--- src/rtl/mc_controller.sv ---
// Multicycle RISC-V control unit: Moore sequencing FSM with memory wait states,
// ALU operation decoder and branch-condition resolver for a shared-memory datapath.
module mc_controller #(
    parameter int ALUCTRL_W = 3,
    parameter int MEM_WAIT  = 0
) (
    input  logic                 clk,
    input  logic                 reset,
    input  logic [6:0]           op,
    input  logic [2:0]           funct3,
    input  logic                 funct7b5,
    input  logic                 Zero,
    input  logic                 Neg,
    input  logic                 Carry,
    input  logic                 Ovf,
    output logic                 PCWrite,
    output logic                 AdrSrc,
    output logic                 MemWrite,
    output logic                 IRWrite,
    output logic                 RegWrite,
    output logic [1:0]           ResultSrc,
    output logic [1:0]           ALUSrcA,
    output logic [1:0]           ALUSrcB,
    output logic [2:0]           ImmSrc,
    output logic [ALUCTRL_W-1:0] ALUControl,
    output logic                 Retire,
    output logic                 Illegal
);

    localparam logic [6:0] OP_LOAD  = 7'b0000011;
    localparam logic [6:0] OP_STORE = 7'b0100011;
    localparam logic [6:0] OP_R     = 7'b0110011;
    localparam logic [6:0] OP_I     = 7'b0010011;
    localparam logic [6:0] OP_JAL   = 7'b1101111;
    localparam logic [6:0] OP_JALR  = 7'b1100111;
    localparam logic [6:0] OP_BR    = 7'b1100011;
    localparam logic [6:0] OP_LUI   = 7'b0110111;
    localparam logic [6:0] OP_AUIPC = 7'b0010111;

    localparam logic [3:0] WAIT_LAST = 4'(MEM_WAIT);
    localparam bit         ALU_EXT   = (ALUCTRL_W >= 4);

    localparam logic [ALUCTRL_W-1:0] ALU_ADD  = ALUCTRL_W'(0);
    localparam logic [ALUCTRL_W-1:0] ALU_SUB  = ALUCTRL_W'(1);
    localparam logic [ALUCTRL_W-1:0] ALU_AND  = ALUCTRL_W'(2);
    localparam logic [ALUCTRL_W-1:0] ALU_OR   = ALUCTRL_W'(3);
    localparam logic [ALUCTRL_W-1:0] ALU_XOR  = ALUCTRL_W'(4);
    localparam logic [ALUCTRL_W-1:0] ALU_SLT  = ALUCTRL_W'(5);
    localparam logic [ALUCTRL_W-1:0] ALU_SLTU = ALUCTRL_W'(6);
    localparam logic [ALUCTRL_W-1:0] ALU_SLL  = ALUCTRL_W'(7);
    localparam logic [ALUCTRL_W-1:0] ALU_SRL  = ALUCTRL_W'(8);
    localparam logic [ALUCTRL_W-1:0] ALU_SRA  = ALUCTRL_W'(9);

    typedef enum logic [3:0] {
        S_FETCH,
        S_DECODE,
        S_MEMADR,
        S_MEMREAD,
        S_MEMWB,
        S_MEMWRITE,
        S_EXECR,
        S_EXECI,
        S_ALUWB,
        S_JALRADR,
        S_JAL,
        S_LUI,
        S_AUIPC,
        S_BRANCH,
        S_ILLEGAL
    } state_t;

    state_t     state;
    state_t     next_state;
    logic [3:0] wcnt;
    logic       mem_state;
    logic       last_cycle;
    logic [1:0] alu_op;
    logic       taken;

    assign mem_state  = (state == S_FETCH) || (state == S_MEMREAD) || (state == S_MEMWRITE);
    assign last_cycle = (wcnt == WAIT_LAST);

    // NOTE: state registers use non-blocking assignments so every flop samples
    // pre-edge values regardless of process evaluation order.
    always_ff @(posedge clk) begin
        if (reset) begin
            state <= S_FETCH;
            wcnt  <= '0;
        end else begin
            state <= next_state;
            if (mem_state && !last_cycle)
                wcnt <= wcnt + 4'd1;
            else
                wcnt <= '0;
        end
    end

    always_comb begin
        taken = 1'b0;
        case (funct3)
            3'b000:  taken = Zero;
            3'b001:  taken = !Zero;
            3'b100:  taken = Neg ^ Ovf;
            3'b101:  taken = !(Neg ^ Ovf);
            3'b110:  taken = !Carry;
            3'b111:  taken = Carry;
            default: taken = 1'b0;
        endcase
    end

    // NOTE: every output gets a default before the case so no path leaves a
    // signal unassigned, which would otherwise infer a latch.
    always_comb begin
        next_state = state;
        PCWrite    = 1'b0;
        AdrSrc     = 1'b0;
        MemWrite   = 1'b0;
        IRWrite    = 1'b0;
        RegWrite   = 1'b0;
        ResultSrc  = 2'b00;
        ALUSrcA    = 2'b00;
        ALUSrcB    = 2'b00;
        alu_op     = 2'b00;
        Retire     = 1'b0;
        Illegal    = 1'b0;

        case (state)
            S_FETCH: begin
                ResultSrc = 2'b10;
                ALUSrcB   = 2'b10;
                if (last_cycle) begin
                    IRWrite    = 1'b1;
                    PCWrite    = 1'b1;
                    next_state = S_DECODE;
                end
            end
            S_DECODE: begin
                ALUSrcA = 2'b01;
                ALUSrcB = 2'b01;
                case (op)
                    OP_LOAD, OP_STORE: next_state = S_MEMADR;
                    OP_R:              next_state = S_EXECR;
                    OP_I:              next_state = S_EXECI;
                    OP_JAL:            next_state = S_JAL;
                    OP_JALR:           next_state = S_JALRADR;
                    OP_BR:             next_state = S_BRANCH;
                    OP_LUI:            next_state = S_LUI;
                    OP_AUIPC:          next_state = S_AUIPC;
                    default:           next_state = S_ILLEGAL;
                endcase
            end
            S_MEMADR: begin
                ALUSrcA    = 2'b10;
                ALUSrcB    = 2'b01;
                next_state = op[5] ? S_MEMWRITE : S_MEMREAD;
            end
            S_MEMREAD: begin
                AdrSrc = 1'b1;
                if (last_cycle)
                    next_state = S_MEMWB;
            end
            S_MEMWB: begin
                ResultSrc  = 2'b01;
                RegWrite   = 1'b1;
                Retire     = 1'b1;
                next_state = S_FETCH;
            end
            S_MEMWRITE: begin
                AdrSrc = 1'b1;
                if (last_cycle) begin
                    MemWrite   = 1'b1;
                    Retire     = 1'b1;
                    next_state = S_FETCH;
                end
            end
            S_EXECR: begin
                ALUSrcA    = 2'b10;
                alu_op     = 2'b10;
                next_state = S_ALUWB;
            end
            S_EXECI: begin
                ALUSrcA    = 2'b10;
                ALUSrcB    = 2'b01;
                alu_op     = 2'b10;
                next_state = S_ALUWB;
            end
            S_ALUWB: begin
                RegWrite   = 1'b1;
                Retire     = 1'b1;
                next_state = S_FETCH;
            end
            S_JALRADR: begin
                ALUSrcA    = 2'b10;
                ALUSrcB    = 2'b01;
                next_state = S_JAL;
            end
            S_JAL: begin
                // PC takes the target held in ALUOut while the ALU forms the link value.
                ALUSrcA    = 2'b01;
                ALUSrcB    = 2'b10;
                PCWrite    = 1'b1;
                next_state = S_ALUWB;
            end
            S_LUI: begin
                ALUSrcA    = 2'b11;
                ALUSrcB    = 2'b01;
                next_state = S_ALUWB;
            end
            S_AUIPC: begin
                ALUSrcA    = 2'b01;
                ALUSrcB    = 2'b01;
                next_state = S_ALUWB;
            end
            S_BRANCH: begin
                ALUSrcA    = 2'b10;
                alu_op     = 2'b01;
                PCWrite    = taken;
                Retire     = 1'b1;
                next_state = S_FETCH;
            end
            S_ILLEGAL: begin
                Illegal    = 1'b1;
                next_state = S_FETCH;
            end
            default: next_state = S_FETCH;
        endcase

        // A reset cycle must never commit architectural state or report completion.
        if (reset) begin
            PCWrite  = 1'b0;
            IRWrite  = 1'b0;
            MemWrite = 1'b0;
            RegWrite = 1'b0;
            Retire   = 1'b0;
            Illegal  = 1'b0;
        end
    end

    always_comb begin
        case (op)
            OP_LOAD, OP_I, OP_JALR: ImmSrc = 3'b000;
            OP_STORE:               ImmSrc = 3'b001;
            OP_BR:                  ImmSrc = 3'b010;
            OP_JAL:                 ImmSrc = 3'b011;
            OP_LUI, OP_AUIPC:       ImmSrc = 3'b100;
            default:                ImmSrc = 3'b000;
        endcase
    end

    always_comb begin
        ALUControl = ALU_ADD;
        case (alu_op)
            2'b00: ALUControl = ALU_ADD;
            2'b01: ALUControl = ALU_SUB;
            default: begin
                case (funct3)
                    3'b000:  ALUControl = (op[5] && funct7b5) ? ALU_SUB : ALU_ADD;
                    3'b010:  ALUControl = ALU_SLT;
                    3'b100:  ALUControl = ALU_XOR;
                    3'b110:  ALUControl = ALU_OR;
                    3'b111:  ALUControl = ALU_AND;
                    3'b011:  ALUControl = ALU_EXT ? ALU_SLTU : ALU_ADD;
                    3'b001:  ALUControl = ALU_EXT ? ALU_SLL : ALU_ADD;
                    3'b101:  ALUControl = ALU_EXT ? (funct7b5 ? ALU_SRA : ALU_SRL) : ALU_ADD;
                    default: ALUControl = ALU_ADD;
                endcase
            end
        endcase
    end

endmodule

--- config.mk ---
export PLATFORM = sky130hd
export DESIGN_NAME = mc_controller
export DESIGN_NICKNAME = d
export VERILOG_FILES = /design/src/rtl/mc_controller.sv
export SDC_FILE = /design/constraint.sdc
export NUM_CORES = 1
export LEC_CHECK = 0
export ABC_CLOCK_PERIOD_IN_PS = 3300
export BUFFER_PORTS_ARGS = -buffer_cell sky130_fd_sc_hd__buf_2
export CORE_ASPECT_RATIO = 1.1
export CORE_MARGIN = 4
export CORE_UTILIZATION = 35
export CTS_CLUSTER_SIZE = 25
export DETAILED_ROUTE_END_ITERATION = 12
export PLACE_DENSITY = 0.7
export SYNTH_ARGS = -nofsm -noshare
export SYNTH_HDL_FRONTEND = slang
export SYNTH_SLANG_ARGS = --single-unit
--- constraint.sdc ---
create_clock -name clk -period 3.3 [get_ports clk]
set_input_delay 0.495 -clock clk [delete_from_list [all_inputs] [get_ports clk]]
set_output_delay 0.495 -clock clk [all_outputs]
set_load 0.005 [all_outputs]
=== Word level (Yosys, flattened, before mapping) ===
Index checks and enable logic that the tools add are counted.

* Flip-flop bits (word level): 8
* Word-level logic and storage cells: 94

* Add/subtract/negate cells: 1
* Equal/unequal tests: 34
* Mux-type cells: 29
* Bitwise operators: 2
* Reductions and logical operators: 26

{| class="wikitable"
|+ Operators by type and width
! cell !! count
|-
| 4-bit case mux with 8 select lines || 1
|-
| 4-bit equality test, second input constant || 7
|-
| 4-bit case mux with 7 select lines || 1
|-
| 7-bit by 6-bit equality test with 1-bit output, second input constant || 3
|-
| 7-bit equality test, second input constant || 3
|-
| 3-bit case mux with 6 select lines || 1
|-
| 4-bit by 3-bit equality test with 1-bit output, second input constant || 4
|-
| 7-bit by 5-bit equality test with 1-bit output, second input constant || 2
|-
| 2-bit OR reduction || 7
|-
| 1-bit 2-to-1 mux || 13
|-
| 3-bit equality test, second input constant || 4
|-
| 4-bit 2-to-1 mux || 3
|-
| 2-bit case mux with 2 select lines || 3
|-
| 3-bit case mux with 4 select lines || 1
|-
| 5-bit OR reduction || 2
|-
| 3-bit OR reduction || 3
|-
| 4-bit by 2-bit equality test with 1-bit output, second input constant || 2
|-
| 4-bit logical NOT || 2
|-
| 7-bit by 2-bit equality test with 1-bit output, second input constant || 1
|-
| 3-bit by 2-bit equality test with 1-bit output, second input constant || 2
|-
| 2-bit != test, second input constant || 3
|-
| 1-bit case mux with 6 select lines || 1
|-
| 2-bit case mux with 3 select lines || 1
|-
| 3-bit case mux with 2 select lines || 1
|-
| other kinds (16) || 21
|}

=== Logic depth before layout (Yosys ltp) ===
* Depth in word-level cells: 6
* Mapped depth: 7
* Mapped depth without buffers: 6

=== Worst setup path after synthesis ===
OpenSTA, ideal clock, no wires.

* Path type: register to output
* Start point: register wcnt[0]
* End point: output PCWrite
* Arrival: 1.777 ns
* Data required time: 2.805 ns
* Slack: 1.028 ns
* Stages on the path, launching flop included: 8
* Cells stage by stage: dfxtp_1 inv_1 ha_1 or3b_1 buf_2 or3_1 a2111oi_2 a41o_1

* Cells in the longest elaborated chain, start to end: 4

{| class="wikitable"
|+ Ends and longest elaborated chain
! what !! RTL line !! text
|-
| from (decl) || 74 || <nowiki>logic [3:0] wcnt;</nowiki>
|-
| from (signal assigned) || 92 || <nowiki>wcnt <= wcnt + 4'd1;</nowiki>
|-
| 4-bit logical NOT || 81 || <nowiki>assign last_cycle = (wcnt == WAIT_LAST);</nowiki>
|-
| 1-bit 2-to-1 mux || 131 || <nowiki>if (last_cycle) begin</nowiki>
|-
| 1-bit case mux with 3 select lines || 127 || <nowiki>case (state)</nowiki>
|-
| 1-bit 2-to-1 mux || 229 || <nowiki>if (reset) begin</nowiki>
|-
| to (decl) || 16 || <nowiki>output logic PCWrite,</nowiki>
|}

No other way between the ends.

=== Worst setup path after layout ===
Same ends and word-level chain as after synthesis.

==> impl_metrics.py <==
metrics = {
    "floorplan": {
        "dieArea_um2": 3760,
        "fp.dieW_um": 58.8,
        "initial_core_util_pct": 36.1,
        "rows": 20,
        "core_area_um2": 2750,
        "die_h_um": 63.9,
        "num_io_pins": 36,
    },
    "logic_synthesis": {
        "ys_seq_area_share_pct": 16.1,
        "synth_compound_area_share_pct": 23.6,
        "synth-xor-area-share_pct": 12.0,
        "synthAdderAreaFrac_pct": 2.52,
        "syn-cell-area_um2": 993,
        "synthSimpleGateAreaFrac_pct": 36.4,
        "avgSynthCellArea_um2": 6.85,
        "ys.flop_type": "dfxtp_1",
        "synthCells": 145,
        "synth_edf_count": 0,
        "synth_top_family_by_area": "simple AND/OR/NAND/NOR gates",
        "synthDistinctLibCells": 42,
        "syn_nets": 164,
        "async_flop_share_pct": 0,
        "synth_seq_cells": 8,
        "ys_warn_count": 0,
        "synthMuxAreaShare_pct": 1.01,
    },
    "placed_design": {
        "placed_cell_area_um2": 1150,
        "portBuffers": 35,
        "globalplace.congestion": 0.751,
        "dp_hpwl_mm": 1.91,
    },
    "run": {
        "drv_cap": 0,
    },
    "clocking": {
        "cts_num_sinks": 8,
        "cts_tree": "done",
        "clk_path_buf_depth": 2,
        "cts_resized": 0,
        "ctsRootBufferMaster": "clkbuf_4",
        "hold_buffers": 0,
        "postCtsSetupBuffers": 0,
        "h-tree-depth": 1,
        "cts-buffers-inserted": 3,
        "clkSlewWorstSetupHoldPaths_ns": 0.05,
        "clk_latency_ns": 0.24,
    },
    "layout": {
        "final_nets": 188,
        "multi_input_area_um2": 749,
        "fillers": 305,
        "area.growth.synth_to_final_pct": 17.9,
        "final_area_um2": 1170,
        "regArea_um2": 160,
        "utilization_pct": 42.5,
        "final_common_cell": "buf_2",
        "layout-drive-gt1-share_pct": 25.7,
        "layout_common_cells": "35 x buf_2, 13 x nor2_1, 13 x nand2_1, 9 x nor3_1",
        "antenna_cells": 0,
    },
    "timing": {
        "tightest_slew_ns": 0.729,
        "setup_violations": 0,
        "period_share_pct": 82.1,
        "hold_viol_final": 0,
        "fin_tns_setup_ns": 0,
        "period_minus_slack_ns": 2.71,
        "grt_setup_unrepaired": "false",
        "fin_skew_ns": 0.00236,
        "slew_viol_final": 0,
        "fmax_mhz": 369,
        "relSlewSlack_pct": 51.4,
    },
    "pwr": {
        "leakagePower_nw": 0.522,
        "p_per_area_nw_per_um2": 584,
        "vdd_drop_max_mv": 0.302,
    },
    "grt": {
        "grt_use_total_pct": 13.6,
        "grt_pass1_vias": 937,
        "grt_pass1_wl_mm": 4.15,
        "antenna_found_initial": 0,
        "grt-ovfl-total": 0,
        "grt_max_degree": 23,
    },
    "routing": {
        "drt_iter0_drc": 22,
        "dr.pass1.iters": 4,
        "avgViaCountPerCell": 5.38,
        "num_vias": 1076,
        "avgRoutedWirePerCell_um": 12.3,
        "wl_mm": 2.46,
        "postRouteAntennaNets": 0,
        "route.detailed.drc": 0,
    },
    "worst_setup_path": {
        "cp_slowest_cell": "or3b_1",
        "reg2regPathDepth": 4,
        "startpoint_type": "register",
        "crit_buf_inv": 2,
        "crit_type": "register to primary output",
        "cp.arrival_ns": 2.21,
        "path_depth": 7,
        "worstPathRequired_ns": 2.80,
        "path_delay_family": "simple AND/OR/NAND/NOR gates",
        "worstPathCellList": "inv_1 -> ha_1 -> or3b_1 -> or3_1 -> a2111oi_2 -> a41o_1 -> buf_2",
        "cp_max_fo": 8,
        "slowest_delay_ns": 0.47,
        "critPathCaptureType": "primary output",
    },
    "min_path": {
        "hold-path-cell-count": 1,
        "hold_path_class": "register to register",
    },
    "run_status": {
        "outcome": "completed",
    },
}
==> cell families (layout without fill, tap and decap cells) <==
| family | after synthesis | count (layout) |
|---|---|---|
| multiplexers | 1 | 1 |
| AND/OR/NAND/NOR | 68 | 68 |
| flip-flops | 8 | 8 |
| AO/OA/AOI/OAI | 32 | 32 |
| adder cells (fa/ha/maj) | 2 | 2 |
| buffers and inverters | 22 | 44 |
| XOR/XNOR | 12 | 12 |
==> state kept, by name (all words and copies together), names as in the netlist <==
signal and count:
state 4, wcnt 4
==> path summary, 6_finish.rpt <==
check | from | end | slack (ns)
hold / removal | wcnt[0]$_SDFF_PP0_ | wcnt[0]$_SDFF_PP0_ | 0.47
hold reg to reg | wcnt[0]$_SDFF_PP0_ | wcnt[0]$_SDFF_PP0_ | 0.47
setup reg to reg | state[0]$_SDFFE_PP0P_ | state[3]$_SDFFE_PP0P_ | 1.52
setup / recovery | wcnt[0]$_SDFF_PP0_ | PCWrite | 0.59
==> synthesized netlist by cell type (3+ instances only) <==
cell      count  area share [%]
clkbuf_1     15             5.7
nand2_1      13             4.9
nor2_1       13             4.9
nor3_1        9             4.5
dfxtp_1       8              16
o21ai_0       8             4.0
inv_1         6             2.3
xor2_1        6             5.3
nand3_1       5             2.5
nor2b_1       5             3.1
xnor2_1       5             4.4
a21oi_1       4             2.0
nand2b_1      4             2.5
nor3b_1       4             3.0
and2_1        3             1.9
or2_2         3             1.9
==> routing by layer <==
metal | vias up | global-route usage, % | wire (µm)
met5 | - | 0 | 0
met4 | 0 | 4.25 | 7
met3 | 2 | 2.22 | 98
met2 | 19 | 22.1 | 1190
met1 | 494 | 17.9 | 1160
li1 | 561 | - | -
==> stage by stage <==
step / std cells / hold slack [ns] / power (mW) / worst slack [ns]
6_report: 200 / 0.467 / 0.683 / 0.590
3_5_place_dp: 197 / 0.460 / 0.617 / 0.849
5_1_grt: 200 / 0.509 / 0.752 / 0.445
2_1_floorplan: 145 / 0.430 / 0.491 / 1.03
4_1_cts: 200 / 0.472 / 0.689 / 0.570
3_3_place_gp: 197 / 0.450 / 0.615 / 0.865
==> layout make-up <==
cell class,instances,area share [%]
multi-input combinational,115,64.0
timing repair buffer,35,15.0
inverter,6,1.92
sequential,8,13.7
clock buffer,3,1.92
tap,33,3.53
==> power breakdown <==
group          total [mW]  switching [mW]  internal (mW)
clock              0.0700          0.0286         0.0413
combinational       0.397           0.195          0.202
sequential          0.216          0.0997          0.116
total               0.683           0.324          0.360
Note: power is estimated with default switching activity, not from simulation.
